--- config.mk ---
export PLATFORM = sky130hd
export DESIGN_NAME = muldiv_unit
export DESIGN_NICKNAME = d
export VERILOG_FILES = /design/src/rtl/muldiv_unit.sv
export SDC_FILE = /design/constraint.sdc
export NUM_CORES = 1
export LEC_CHECK = 0
export ABC_AREA = 1
export CORE_MARGIN = 2
export CORE_UTILIZATION = 30
export CTS_CLUSTER_DIAMETER = 60
export DETAILED_ROUTE_END_ITERATION = 7
export GPL_TIMING_DRIVEN = 0
export SLEW_MARGIN = 25
export SYNTH_ARGS = -nofsm -noshare
export SYNTH_HDL_FRONTEND = slang
export SYNTH_SLANG_ARGS = --single-unit
--- constraint.sdc ---
create_clock -name clk -period 3.45 [get_ports clk]
set_input_delay 0.69 -clock clk [delete_from_list [all_inputs] [get_ports clk]]
set_output_delay 0.69 -clock clk [all_outputs]
set_load 0.02 [all_outputs]
--- src/rtl/muldiv_unit.sv ---
// muldiv_unit: iterative multiply/divide unit.
// One shift-add (multiply) or restoring shift-subtract (divide) step per cycle.
// Signed operations run on magnitudes, and the sign is fixed up in the final cycle.
// Latency is fixed at WIDTH+1 cycles from the accepted start to done.
//
// Handshake: start is sampled only while busy is low. An operation is accepted
// at the rising edge where start=1 and the unit is idle. busy goes high from
// that edge until the edge that raises done. done is a one-cycle pulse; hi, lo
// and div_by_zero are valid in that cycle and hold afterwards. A new start may
// be presented during the done cycle, because the unit is already idle then.
// A start presented while busy is dropped and is not queued.
module muldiv_unit #(
    parameter int WIDTH = 32
) (
    input  logic             clk,
    input  logic             reset,
    input  logic             start,
    input  logic [1:0]       op,
    input  logic [WIDTH-1:0] a,
    input  logic [WIDTH-1:0] b,
    output logic             busy,
    output logic             done,
    output logic [WIDTH-1:0] hi,
    output logic [WIDTH-1:0] lo,
    output logic             div_by_zero
);

    localparam int CW = $clog2(WIDTH + 1);
    localparam logic [CW-1:0] CNT_LOAD = CW'(WIDTH);
    localparam logic [CW-1:0] CNT_ONE  = CW'(1);

    typedef enum logic [1:0] {
        IDLE = 2'd0,
        RUN  = 2'd1,
        FIN  = 2'd2
    } state_t;

    // FSM state; kept as a named enum so checkers can bind to it directly.
    state_t state;
    state_t state_nxt;

    logic [CW-1:0]        cnt;
    logic                 is_div_q;   // 1 = divide, 0 = multiply
    logic                 neg_q;      // product or quotient needs negation
    logic                 neg_rem_q;  // remainder needs negation (dividend sign)
    logic                 dbz_q;      // divide with b == 0
    logic [WIDTH-1:0]     a_q;        // raw dividend, returned in hi on divide by zero
    logic [WIDTH-1:0]     b_mag;      // multiplicand or divisor magnitude
    logic [2*WIDTH-1:0]   p;          // {partial product or remainder, multiplier or quotient}

    logic                 a_neg;
    logic                 b_neg;
    logic [WIDTH-1:0]     a_mag_in;
    logic [WIDTH-1:0]     b_mag_in;
    logic [WIDTH:0]       mul_sum;
    logic [2*WIDTH-1:0]   mul_step;
    logic [WIDTH:0]       div_shift;
    logic [WIDTH:0]       div_trial;
    logic [2*WIDTH-1:0]   div_step;
    logic [2*WIDTH-1:0]   p_neg;
    logic [WIDTH-1:0]     quo_neg;
    logic [WIDTH-1:0]     rem_neg;

    // Operand magnitudes for signed ops (op[0] = 1 means signed).
    always_comb begin
        a_neg    = op[0] & a[WIDTH-1];
        b_neg    = op[0] & b[WIDTH-1];
        a_mag_in = a_neg ? -a : a;
        b_mag_in = b_neg ? -b : b;
    end

    // One iteration of both datapaths, plus the negated results for sign fix-up.
    always_comb begin
        mul_sum   = {1'b0, p[2*WIDTH-1:WIDTH]} + (p[0] ? {1'b0, b_mag} : '0);
        mul_step  = {mul_sum, p[WIDTH-1:1]};
        div_shift = {p[2*WIDTH-1:WIDTH], p[WIDTH-1]};
        div_trial = div_shift - {1'b0, b_mag};
        if (div_trial[WIDTH]) begin
            div_step = {div_shift[WIDTH-1:0], p[WIDTH-2:0], 1'b0};
        end else begin
            div_step = {div_trial[WIDTH-1:0], p[WIDTH-2:0], 1'b1};
        end
        p_neg   = -p;
        quo_neg = -p[WIDTH-1:0];
        rem_neg = -p[2*WIDTH-1:WIDTH];
    end

    // State register.
    always_ff @(posedge clk) begin
        if (reset) begin
            state <= IDLE;
        end else begin
            state <= state_nxt;
        end
    end

    // Next-state logic: RUN lasts exactly WIDTH cycles.
    always_comb begin
        state_nxt = state;
        case (state)
            IDLE:    if (start) state_nxt = RUN;
            RUN:     if (cnt == CNT_ONE) state_nxt = FIN;
            FIN:     state_nxt = IDLE;
            default: state_nxt = IDLE;
        endcase
    end

    // State-derived outputs.
    always_comb begin
        busy = (state != IDLE);
    end

    // Datapath: latch on accept, iterate in RUN, publish the result in FIN.
    always_ff @(posedge clk) begin
        if (reset) begin
            cnt         <= '0;
            is_div_q    <= 1'b0;
            neg_q       <= 1'b0;
            neg_rem_q   <= 1'b0;
            dbz_q       <= 1'b0;
            a_q         <= '0;
            b_mag       <= '0;
            p           <= '0;
            done        <= 1'b0;
            div_by_zero <= 1'b0;
            hi          <= '0;
            lo          <= '0;
        end else begin
            done <= 1'b0;
            case (state)
                IDLE: begin
                    if (start) begin
                        cnt         <= CNT_LOAD;
                        is_div_q    <= op[1];
                        neg_q       <= a_neg ^ b_neg;
                        neg_rem_q   <= a_neg;
                        dbz_q       <= op[1] & (b == '0);
                        a_q         <= a;
                        b_mag       <= b_mag_in;
                        p           <= {{WIDTH{1'b0}}, a_mag_in};
                        div_by_zero <= 1'b0;
                    end
                end
                RUN: begin
                    cnt <= cnt - CNT_ONE;
                    p   <= is_div_q ? div_step : mul_step;
                end
                FIN: begin
                    done        <= 1'b1;
                    div_by_zero <= dbz_q;
                    if (dbz_q) begin
                        hi <= a_q;
                        lo <= '1;
                    end else if (!is_div_q) begin
                        {hi, lo} <= neg_q ? p_neg : p;
                    end else begin
                        lo <= neg_q ? quo_neg : p[WIDTH-1:0];
                        hi <= neg_rem_q ? rem_neg : p[2*WIDTH-1:WIDTH];
                    end
                end
                default: ;
            endcase
        end
    end

endmodule

# Word-level counts from Yosys, hierarchy flattened
# Cells that the tools add are included.
dict set report totals {
  register_bits 206
  inputBits 69
  wordCells 61
  output_inout_bits 67
}
dict set report classes {
  bitwise 4
  n_reduce_logical 9
  mux 22
  add_sub_neg 8
  eq_ne 5
}
# op count
set op_table {}
lappend op_table {{$mux W32} 9}
lappend op_table {{$mux W64} 4}
lappend op_table {{$neg A32 Y32} 4}
lappend op_table {{$pmux W64 S2} 1}
lappend op_table {{$neg A64 Y64} 1}
lappend op_table {{$add A32 B32 Y33} 1}
lappend op_table {{$sub A33 B32 Y33} 1}
lappend op_table {{$logic_not A32 Y1} 1}
lappend op_table {{$pmux W6 S2} 1}
lappend op_table {{$reduce_and A2 Y1} 4}
lappend op_table {{$eq A6 B1 Y1 const B} 1}
lappend op_table {{$mux W6} 1}
lappend op_table {{$reduce_bool A2 Y1} 3}
lappend op_table {{$sub A6 B1 Y6 const B} 1}
lappend op_table {{$mux W2} 2}
lappend op_table {{$ne A2 B2 Y1 const B} 2}
lappend op_table {{$pmux W2 S2} 1}
lappend op_table {{$and A1 B1 Y1} 3}
lappend op_table {{$eq A2 B1 Y1 const B} 1}
lappend op_table {{$eq A2 B2 Y1 const B} 1}
lappend op_table {{$logic_not A2 Y1} 1}
lappend op_table {{$mux W1} 2}
lappend op_table {{$pmux W1 S2} 1}
lappend op_table {{$xor A1 B1 Y1} 1}

# Logic depth before layout (Yosys ltp)
# Gate-level depths: netlist of the first run.
dict set report logic_depth {
  word_depth 4
  depth_mapped 20
  mapped_depth_nobuf 19
}

# Least setup slack after synthesis of the first run
# No wires, ideal clock.
dict set report synth_path {
  kind {reg2reg}
  start {reg p[0]}
  end {reg p[59]}
  synth_period_minus_slack_ns 2.516
  setup_time_ns 0.132
  path_stages_with_launch 20
  path_slack_ns 0.934
  arrival_time_ns 2.384
  required_time_ns 3.318
  path_buffers 2
  path_cell_list {dfxtp_1 -> buf_2 -> clkbuf_1 -> nand2_1 -> inv_1 -> ha_1 -> inv_1 -> fa_1 -> inv_1 -> nand3_1 -> nand3_1 -> nand2_1 -> nand3_1 -> nand3_1 -> nand3_1 -> nand2_1 -> nor2_1 -> nor2_1 -> nand2_1 -> a21oi_1}
}
dict set report synth_via {
  elab_chain_len 4
}
# element line_no
set synth_lines {}
lappend synth_lines {{from (decl)} 49} ;# logic [2*WIDTH-1:0] p;
lappend synth_lines {{from (signal assigned)} 140} ;# p <= {{WIDTH{1'b0}}, a_mag_in};
lappend synth_lines {{from (signal assigned)} 146} ;# p <= is_div_q ? div_step : mul_step;
lappend synth_lines {{$mux W32} 74} ;# mul_sum = {1'b0, p[2*WIDTH-1:WIDTH]} + (p[0] ? {1'b0, b_mag} : '0);
lappend synth_lines {{$add A32 B32 Y33} 74}
lappend synth_lines {{$mux W64} 146}
lappend synth_lines {{$pmux W64 S2} 130} ;# case (state)
# No other way between the ends.
# A chain may end at the register's enable or synchronous reset.

# Worst setup path after layout of the first run
# Same ends and word-level chain as after synthesis.

==> results.json, run 1 <==
{
  "final_util_pct": 35.62,
  "worstPathArrival_ns": 3.71,
  "peakVddDrop_mv": 0.3099,
  "worstReg2RegEnd": "p[59]",
  "path_cells": "buf_4 > nand2_1 > inv_1 > ha_2 > inv_1 > fa_1 > inv_1 > nand3_1 > nand3_1 > nand2_1 > nand3_1 > nand3_1 > nand3_1 > nand2_1 > nor2_2 > nor2_1 > nand2_1 > a21oi_1",
  "clk_latency_ns": 0.55,
  "die_h_um": 251.4,
  "finalSetupViolCount": 0,
  "row_count": 90,
  "start_util_pct": 30.36,
  "timing.final.ws_setup_ns": 0.1504,
  "pin_count": 136,
  "slew_headroom_pct": 26.76,
  "r2r_setup_slack_ns": 0.15,
  "hold_path_startpoint": "a_q[0]",
  "tns_ns": 0,
  "htree_levels": 1,
  "core_area_um2": 60470,
  "fmax_mhz": 303.1,
  "dp_slack_ns": -0.4251,
  "first_pass_iters": 5,
  "hpwl_um": 67650,
  "finClkSkew_ns": 0.01105,
  "cts_hold_buf": 0,
  "r2r_cells": 18,
  "start_kind": "register",
  "cts_root_buffer": "clkbuf_16",
  "drtAntennaViolNets": 0,
  "clkTransAtPathRegs_ns": 0.06,
  "cts-buffers-inserted": 23,
  "cp.required_ns": 3.86,
  "hold_viol": 0,
  "io_buffers": 135,
  "status": "finished clean",
  "worstReg2RegStart": "p[0]",
  "track_usage_pct": 25.37,
  "rsz0062_at_grt": "no",
  "antenna_found_initial": 0,
  "ys_types": 50,
  "areaGrowthSynthToFinish_pct": 17.33,
  "drive_gt1_share_pct": 3.797,
  "finalWirelength_um": 83140,
  "synthesis.nets": 3389,
  "synth_cells": 3248,
  "wire_per_inst_um": 19.76,
  "maxCapViolations": 0,
  "cpPeakStageDelay_ns": 0.48,
  "die_w_um": 251.4,
  "syn-cell-area_um2": 18360,
  "hold_path_end": "a_q[0]",
  "grt_overflow": 0,
  "min_path_type": "reg2reg",
  "cts_tree": "done",
  "num-nets-final": 3548,
  "syn_avg_cell_area_um2": 5.652,
  "maxSlewViolCount": 0,
  "post-route-period-util_pct": 95.64,
  "tightest_slew_ns": 1.095,
  "p_per_area_nw_per_um2": 390.5,
  "die_area_um2": 63190,
  "cp_max_fo": 17,
  "synth_edf_count": 0,
  "whs_path_depth": 2,
  "cts_setup_buffers": 0,
  "crit_path_frequent_cell": "nand3_1",
  "drtIter0Drc": 2480,
  "ys.flop_type": "dfxtp_1",
  "power_leakage_uw": 0.01073,
  "grt_pass1_wl_um": 121600,
  "ys_seq_area_share_pct": 22.46,
  "period_minus_slack_ns": 3.300,
  "grt_max_degree": 18,
  "grt_pass1_vias": 19633,
  "gp_congestion": 0.9759,
  "via_count": 21758,
  "synth_seq_cells": 206,
  "cts.sinks": 206,
  "yosysWarningCount": 0,
  "clk_path_buf_depth": 3,
  "synthArstFlopShare_pct": 0,
  "vias_per_cell": 5.172,
  "critPathCaptureType": "register",
  "finalPower_uw": 8411,
  "drc": 0,
  "cpMaxStageDelayCell": "fa_1",
  "critical_path_class": "reg2reg",
  "dp_cells": 4165,
  "final_cells": 4207
}
where the power goes:
part	switching (µW)	internal, µW	total (µW)
Combinational	1970	869	2840
Sequential	225	2530	2760
Clock	1130	1680	2820
state kept, by name, indices dropped and copies added (netlist names):
| signal | count |
|---|---|
| done | 1 |
| dbz_q | 1 |
| cnt | 6 |
| a_q | 32 |
| lo | 32 |
| state | 2 |
| p | 64 |
| div_by_zero | 1 |
| neg_q | 1 |
| b_mag | 32 |
| neg_rem_q | 1 |
| is_div_q | 1 |
| hi | 32 |
repair_timing:
action,CTS,global route
cloned,0,0
gates resized for setup,1,2
setup endpoints to repair,8,2
layer usage:
| metal | global-route usage [%] | vias to the layer above | wire length (µm) |
|---|---|---|---|
| met5 | 0 | - | 0 |
| met4 | 6.514 | 0 | 2283 |
| met3 | 4.276 | 107 | 7605 |
| met2 | 40.01 | 953 | 35720 |
| met1 | 35.67 | 10012 | 37530 |
| li1 | - | 10686 | - |
cells in the final DEF, fill, tap and decap left out, types with 11 or more instances in the layout:
cell	Yosys	final
o21ai_0	197	197
nand2_1	973	973
ha_1	70	69
inv_2	11	11
nand4_1	32	32
nand2_2	18	18
xor2_1	39	39
a21o_1	12	12
clkbuf_1	96	98
nand3_1	281	281
nand3b_1	13	13
a31oi_1	26	26
nor3_1	41	41
clkbuf_16	0	23
dfxtp_1	206	206
nand3_2	12	12
o21bai_1	11	11
o221ai_1	33	33
xnor2_1	24	24
buf_2	13	12
inv_1	551	551
nor2_1	255	254
a21oi_1	239	239
clkdlybuf4s50_1	0	135
o211ai_1	11	11
worst max-delay path by stage:
stage          depth (start not counted)  endpoint  startpoint
2_1_floorplan                         19     p[59]        p[0]
6_report                              18     p[59]        p[0]
5_1_grt                               19     p[63]        p[0]
4_1_cts                               18     p[59]        p[0]
3_3_place_gp                          19     p[59]        p[0]
3_5_place_dp                          19     p[59]        p[0]
cell type report:
class / instances / area [µm²]
fill: 6750 / 38930
multi-input combinational: 2356 / 11620
sequential: 206 / 4124
inverter: 565 / 2121
timing repair buffer: 135 / 1351
tap: 782 / 978.4
clock buffer: 29 / 628.1
buffer: 120 / 493.0
clock inverter: 13 / 217.7
antenna: 1 / 2.502
kinds of logic (layout without fill, tap and decap cells):
logic type	after synthesis	after routing	share of synthesized area (%)
buffers and inverters	686	862	14.24
XOR/XNOR	63	63	3.006
AO/OA/AOI/OAI	562	562	17.24
adder cells (fa/ha/maj)	72	72	4.989
flip-flops	206	206	22.46
other	0	1	0
AND/OR/NAND/NOR	1659	1659	38.05
critical path: cells and delay by family, from the launching register on:
kind / cells / cell delay, ns
simple gates: 11 / 1.39
fa+ha+maj: 2 / 0.75
buf+inv: 4 / 0.64
flops: 1 / 0.31
compound gates: 1 / 0.06
through the flow:
stage / hold slack (ns) / instance area [µm²]
floorplan: 0.4246 / 18360
finish: 0.4676 / 21540
detailed placement: 0.4469 / 20690
global placement: 0.4452 / 20690
CTS: 0.4585 / 21530
global route: 0.4900 / 21540
cell usage after synthesis (all sizes together) (6+ instances only):
library cell,count,area share [%]
inv,562,11
nor2,262,5.5
ha,70,4.8
nand2,994,21
dfxtp,206,22
a21o,12,0.49
xor2,39,1.9
buf,25,0.73
clkbuf,96,2.0
nor3,41,1.1
a21oi,250,7.1
xnor2,24,1.1
a31oi,26,0.89
or2,9,0.31
o21bai,11,0.45
o21ai,204,5.6
nand3,293,8.3
o211ai,11,0.45
and2,6,0.20
nand4,32,1.1
nor4,6,0.20
o221ai,33,1.6
nand3b,13,0.53
No activity file was read; power rests on OpenSTA's default activity.
==> inputs of run 2 (changes only) <==
--- a/config.mk
+++ b/config.mk
@@ -11,6 +11,8 @@
 export CTS_CLUSTER_DIAMETER = 60
 export DETAILED_ROUTE_END_ITERATION = 7
 export GPL_TIMING_DRIVEN = 0
+export HOLD_SLACK_MARGIN = 0.1
+export REMOVE_ABC_BUFFERS = 1
 export SLEW_MARGIN = 25
 export SYNTH_ARGS = -nofsm -noshare
 export SYNTH_HDL_FRONTEND = slang
==> results.json, run 2 (synthesized netlist as in run 1, its figures left out) <==
{
  "finClkSkew_ns": 0.03235,
  "min_path_type": "reg2reg",
  "finalSetupViolCount": 0,
  "clk_path_buf_depth": 3,
  "track_usage_pct": 22.52,
  "drtIter0Drc": 1907,
  "wire_per_inst_um": 17.87,
  "crit_path_frequent_cell": "nand2_1",
  "drtAntennaViolNets": 0,
  "peakVddDrop_mv": 0.3747,
  "dp_cells": 4055,
  "cts_root_buffer": "clkbuf_16",
  "io_buffers": 135,
  "top_register": "p",
  "areaGrowthSynthToFinish_pct": 17.45,
  "whs_ns": 0.4524,
  "maxSlewViolCount": 0,
  "via_count": 20819,
  "clkTransAtPathRegs_ns": 0.06,
  "core_area_um2": 60470,
  "critical_path_class": "reg2reg",
  "cts_hold_buf": 0,
  "start_util_pct": 30.36,
  "finalWirelength_um": 73380,
  "rsz0062_at_grt": "no",
  "cp_max_fo": 29,
  "post-route-period-util_pct": 92.93,
  "status": "finished clean",
  "first_pass_iters": 7,
  "grt_pass1_vias": 18710,
  "layout_common_cells": "nand2_1 (971), inv_1 (548), nand3_1 (281)",
  "final_cells": 4107,
  "p_per_area_nw_per_um2": 394.4,
  "hold_viol": 0,
  "grt_max_degree": 98,
  "hpwl_um": 56950,
  "fmax_mhz": 311.9,
  "gp_congestion": 0.9486,
  "cts_tree": "done",
  "final_util_pct": 35.65,
  "period_minus_slack_ns": 3.206,
  "tns_ns": 0,
  "tightest_slew_ns": 1.045,
  "pin_count": 136,
  "grt_pass1_wl_um": 110400,
  "cpPeakStageDelay_ns": 0.61,
  "largest_reg_flops": 64,
  "power_leakage_uw": 0.01075,
  "maxCapViolations": 0,
  "vias_per_cell": 5.069,
  "cpMaxStageDelayCell": "dfxtp_1",
  "drc": 0,
  "critPathCaptureType": "register",
  "drive_gt1_share_pct": 4.541,
  "row_count": 90,
  "grt_overflow": 0,
  "path_cells": "inv_1 > fa_1 > inv_1 > nand2_1 > nand2_1 > nand3_1 > nand2_2 > nand2_1 > nand2_2 > nand2_4 > nand2_4 > nand2_4 > nand2_8 > nand2_1 > nand3_1 > nand2_1 > a21oi_1",
  "cts.sinks": 206,
  "start_kind": "register",
  "num-fill-cells": 6670,
  "layout_commonest_cell": "nand2_1",
  "die_area_um2": 63190,
  "dp_slack_ns": -1.131,
  "worstPathArrival_ns": 3.73,
  "htree_levels": 1,
  "die_h_um": 251.4,
  "antenna_found_initial": 1,
  "num-nets-final": 3446,
  "clk_latency_ns": 0.60,
  "timing.final.ws_setup_ns": 0.2439,
  "cp.required_ns": 3.98,
  "antenna_cells": 0,
  "cts-buffers-inserted": 28,
  "die_w_um": 251.4,
  "slew_headroom_pct": 30.22
}
[run 2: cell types whose count changed in the layout (fill, tap and decap cells not counted), sizes merged, moves of 2 or more]
cell      delta
clkinvlp     +2
clkbuf      -89
inv          -2
bufinv       -2
clkinv       +4
buf         -11
[run 2: worst max-delay path, delay by kind of cell, from the launching register on]
kind                     cells  cell delay (ns)
flip-flops                   1             0.61
buffers and inverters        2             0.43
AND/OR/NAND/NOR             13             1.47
AO/OA/AOI/OAI                1             0.11
adder cells (fa/ha/maj)      1             0.50
[run 2: metal layers]
layer / vias to the layer above / track usage, % / share of wire [%]
met5: - / 0 / 0
met3: 122 / 4.007 / 8.5
met1: 9432 / 32.06 / 46
li1: 10481 / - / -
met2: 784 / 33.98 / 42
met4: 0 / 7.670 / 3.4
[run 2: final cells by class]
cell class                 count  area [µm²]  area share, %
inverter                     565        2150          9.970
tap                          782       978.4          4.538
timing repair buffer         148        1653          7.666
clock buffer                  35       767.0          3.557
clock inverter                15       205.2         0.9517
sequential                   206        4135          19.18
multi-input combinational   2356       11670          54.14
[run 2: final timing paths]
check,from,end,slack [ns],cells past startpoint
worst min register to register,a_q[2],a_q[2],0.45,2
worst max-delay path,p[32],p[36],0.24,17
worst min-delay path,a_q[2],a_q[2],0.45,2
worst max register to register,p[32],p[36],0.24,17
[run 2: through the flow]
stage | power [µW] | instance area, µm²
3_3_place_gp | 5397 | 20190
5_1_grt | 8970 | 21560
6_report | 8504 | 21560
2_1_floorplan | 4487 | 17860
4_1_cts | 8473 | 21500
3_5_place_dp | 5420 | 20510
[run 2: power breakdown]
part / leakage (µW) / internal, µW / total, µW / switching, µW
sequential: 0.00169 / 2540 / 2760 / 226
clock: 0.000466 / 1810 / 3040 / 1230
combinational: 0.00860 / 872 / 2700 / 1830
total: 0.0108 / 5220 / 8500 / 3280
[run 2: timing repair]
item / CTS / global route
setup buffers: 0 / 2
hold endpoints to repair: 0 / 0
endpoints found under the setup margin: 63 / 33
resized for setup: 6 / 4
==> inputs of run 3 (changes only) <==
--- a/config.mk
+++ b/config.mk
@@ -6,7 +6,8 @@
 export NUM_CORES = 1
 export LEC_CHECK = 0
 export ABC_AREA = 1
-export CORE_MARGIN = 2
+export CAP_MARGIN = 5
+export CORE_MARGIN = 5
 export CORE_UTILIZATION = 30
 export CTS_CLUSTER_DIAMETER = 60
 export DETAILED_ROUTE_END_ITERATION = 7
==> results.json, run 3 (synthesized netlist as in run 1, its figures left out) <==
{
  "cpMaxStageDelayCell": "nand2_1",
  "cpPeakStageDelay_ns": 0.69,
  "pin_count": 136,
  "finClkSkew_ns": 0.01625,
  "clk_path_buf_depth": 3,
  "min_path_type": "reg2reg",
  "antenna_found_initial": 2,
  "hold_path_end": "a_q[2]",
  "vias_per_cell": 5.047,
  "final_area_um2": 21450,
  "hold_viol": 0,
  "grt_max_degree": 98,
  "critical_path_class": "in2reg",
  "clk_latency_ns": 0.58,
  "via_count": 20711,
  "grt_pass1_wl_um": 108900,
  "worstReg2RegEnd": "p[36]",
  "start_util_pct": 30.36,
  "critPathTopFamily": "buffers and inverters",
  "whs_path_depth": 2,
  "finalSetupViolCount": 0,
  "first_pass_iters": 5,
  "cts-buffers-inserted": 27,
  "maxCapViolations": 0,
  "num-nets-final": 3442,
  "num-fill-cells": 6623,
  "slew_headroom_pct": 31.89,
  "critPathBufInv": 2,
  "rsz0062_at_grt": "no",
  "clkTransAtPathRegs_ns": 0.06,
  "peakVddDrop_mv": 0.3422,
  "drive_gt1_share_pct": 4.396,
  "post-route-period-util_pct": 94.87,
  "status": "finished clean",
  "period_minus_slack_ns": 3.273,
  "cts_hold_buf": 0,
  "worstPathArrival_ns": 3.73,
  "largest_reg_flops": 64,
  "layout_commonest_cell": "nand2_1",
  "die_w_um": 257.4,
  "htree_levels": 1,
  "areaGrowthSynthToFinish_pct": 16.83,
  "power_leakage_uw": 0.01072,
  "critPathCaptureType": "register",
  "gp_congestion": 1.005,
  "crit_path_frequent_cell": "a21oi_1",
  "die_area_um2": 66240,
  "tightest_slew_ns": 1.021,
  "wire_per_inst_um": 17.51,
  "r2r_cells": 14,
  "io_buffers": 135,
  "drtIter0Drc": 2101,
  "top_register": "p",
  "tns_ns": 0,
  "drc": 0,
  "cts_root_buffer": "clkbuf_16",
  "core_area_um2": 60470,
  "hold_path_startpoint": "a_q[2]",
  "fmax_mhz": 305.5,
  "layout_common_cells": "nand2_1 (972), inv_1 (548), nand3_1 (281)",
  "start_kind": "input pin",
  "hpwl_um": 55840,
  "cts.sinks": 206,
  "track_usage_pct": 20.60,
  "finalWirelength_um": 71880,
  "grt_overflow": 0,
  "r2r_setup_slack_ns": 0.18,
  "row_count": 90,
  "p_per_area_nw_per_um2": 394.0,
  "finalPower_uw": 8451,
  "drtAntennaViolNets": 0,
  "grt_pass1_vias": 18280,
  "path_cells": "clkdlybuf4s50_1 > nand2_1 > clkinv_2 > o21ai_2 > nand3_1 > a21oi_1 > a21oi_1 > o21ai_0 > a21oi_1",
  "cts_tree": "done",
  "cp.required_ns": 3.91,
  "dp_cells": 4054,
  "final_cells": 4104,
  "worstReg2RegStart": "p[58]",
  "die_h_um": 257.4,
  "maxSlewViolCount": 0,
  "cts_setup_buffers": 0,
  "whs_ns": 0.4607,
  "cp_max_fo": 28,
  "placed_cell_area_um2": 20470
}
==> run 3: how the worst max path moves through the flow <==
stage	cells past startpoint	from	end	slack [ns]
CTS	14	p[54]	p[36]	0.06
floorplan	6	start	p[2]	-2.87
finish	9	op[0]	p[26]	0.18
global placement	6	state[0]	p[12]	-8.28
global route	17	p[32]	p[36]	0.004
detailed placement	9	start	p[4]	-1.09
==> run 3: final cells by class <==
cell class | count | area (µm²) | area share [%]
tap | 782 | 978.4 | 4.562
multi-input combinational | 2356 | 11660 | 54.37
timing repair buffer | 145 | 1583 | 7.380
antenna | 1 | 2.502 | 0.01167
clock buffer | 35 | 755.7 | 3.524
sequential | 206 | 4135 | 19.28
inverter | 565 | 2146 | 10.00
clock inverter | 14 | 186.4 | 0.8692
==> run 3: repair_timing <==
action,CTS,global route
pin swaps,0,0
setup endpoints to repair,50,29
resized for setup,4,3
endpoints found under the hold margin,0,0
==> run 3: through the flow <==
stage / util [%] / setup WS, ns
floorplan: - / -2.868
global placement: 33.39 / -8.278
detailed placement: 33.86 / -1.094
CTS: 35.45 / 0.05647
global route: 35.47 / 0.003849
finish: 35.47 / 0.1771
==> run 3: power breakdown <==
part / switching (µW) / internal (µW) / total [µW]
combinational: 1800 / 860 / 2660
sequential: 235 / 2530 / 2770
clock: 1230 / 1790 / 3020
total: 3270 / 5190 / 8450
==> run 3: worst min-delay path, delay by kind of cell (launching register included) <==
| kind | cells | cell delay (ns) |
|---|---|---|
| DFF | 1 | 0.29 |
| buffers and inverters | 1 | 0.06 |
| AOI/OAI and AO/OA | 1 | 0.06 |
==> run 3: layer usage <==
metal | GRT usage (%) | wire [µm] | vias up
li1 | - | - | 10490
met1 | 29.79 | 33180 | 9374
met2 | 31.21 | 30330 | 732
met3 | 4.000 | 6162 | 115
met4 | 5.814 | 2207 | 0
met5 | 0 | 0 | -
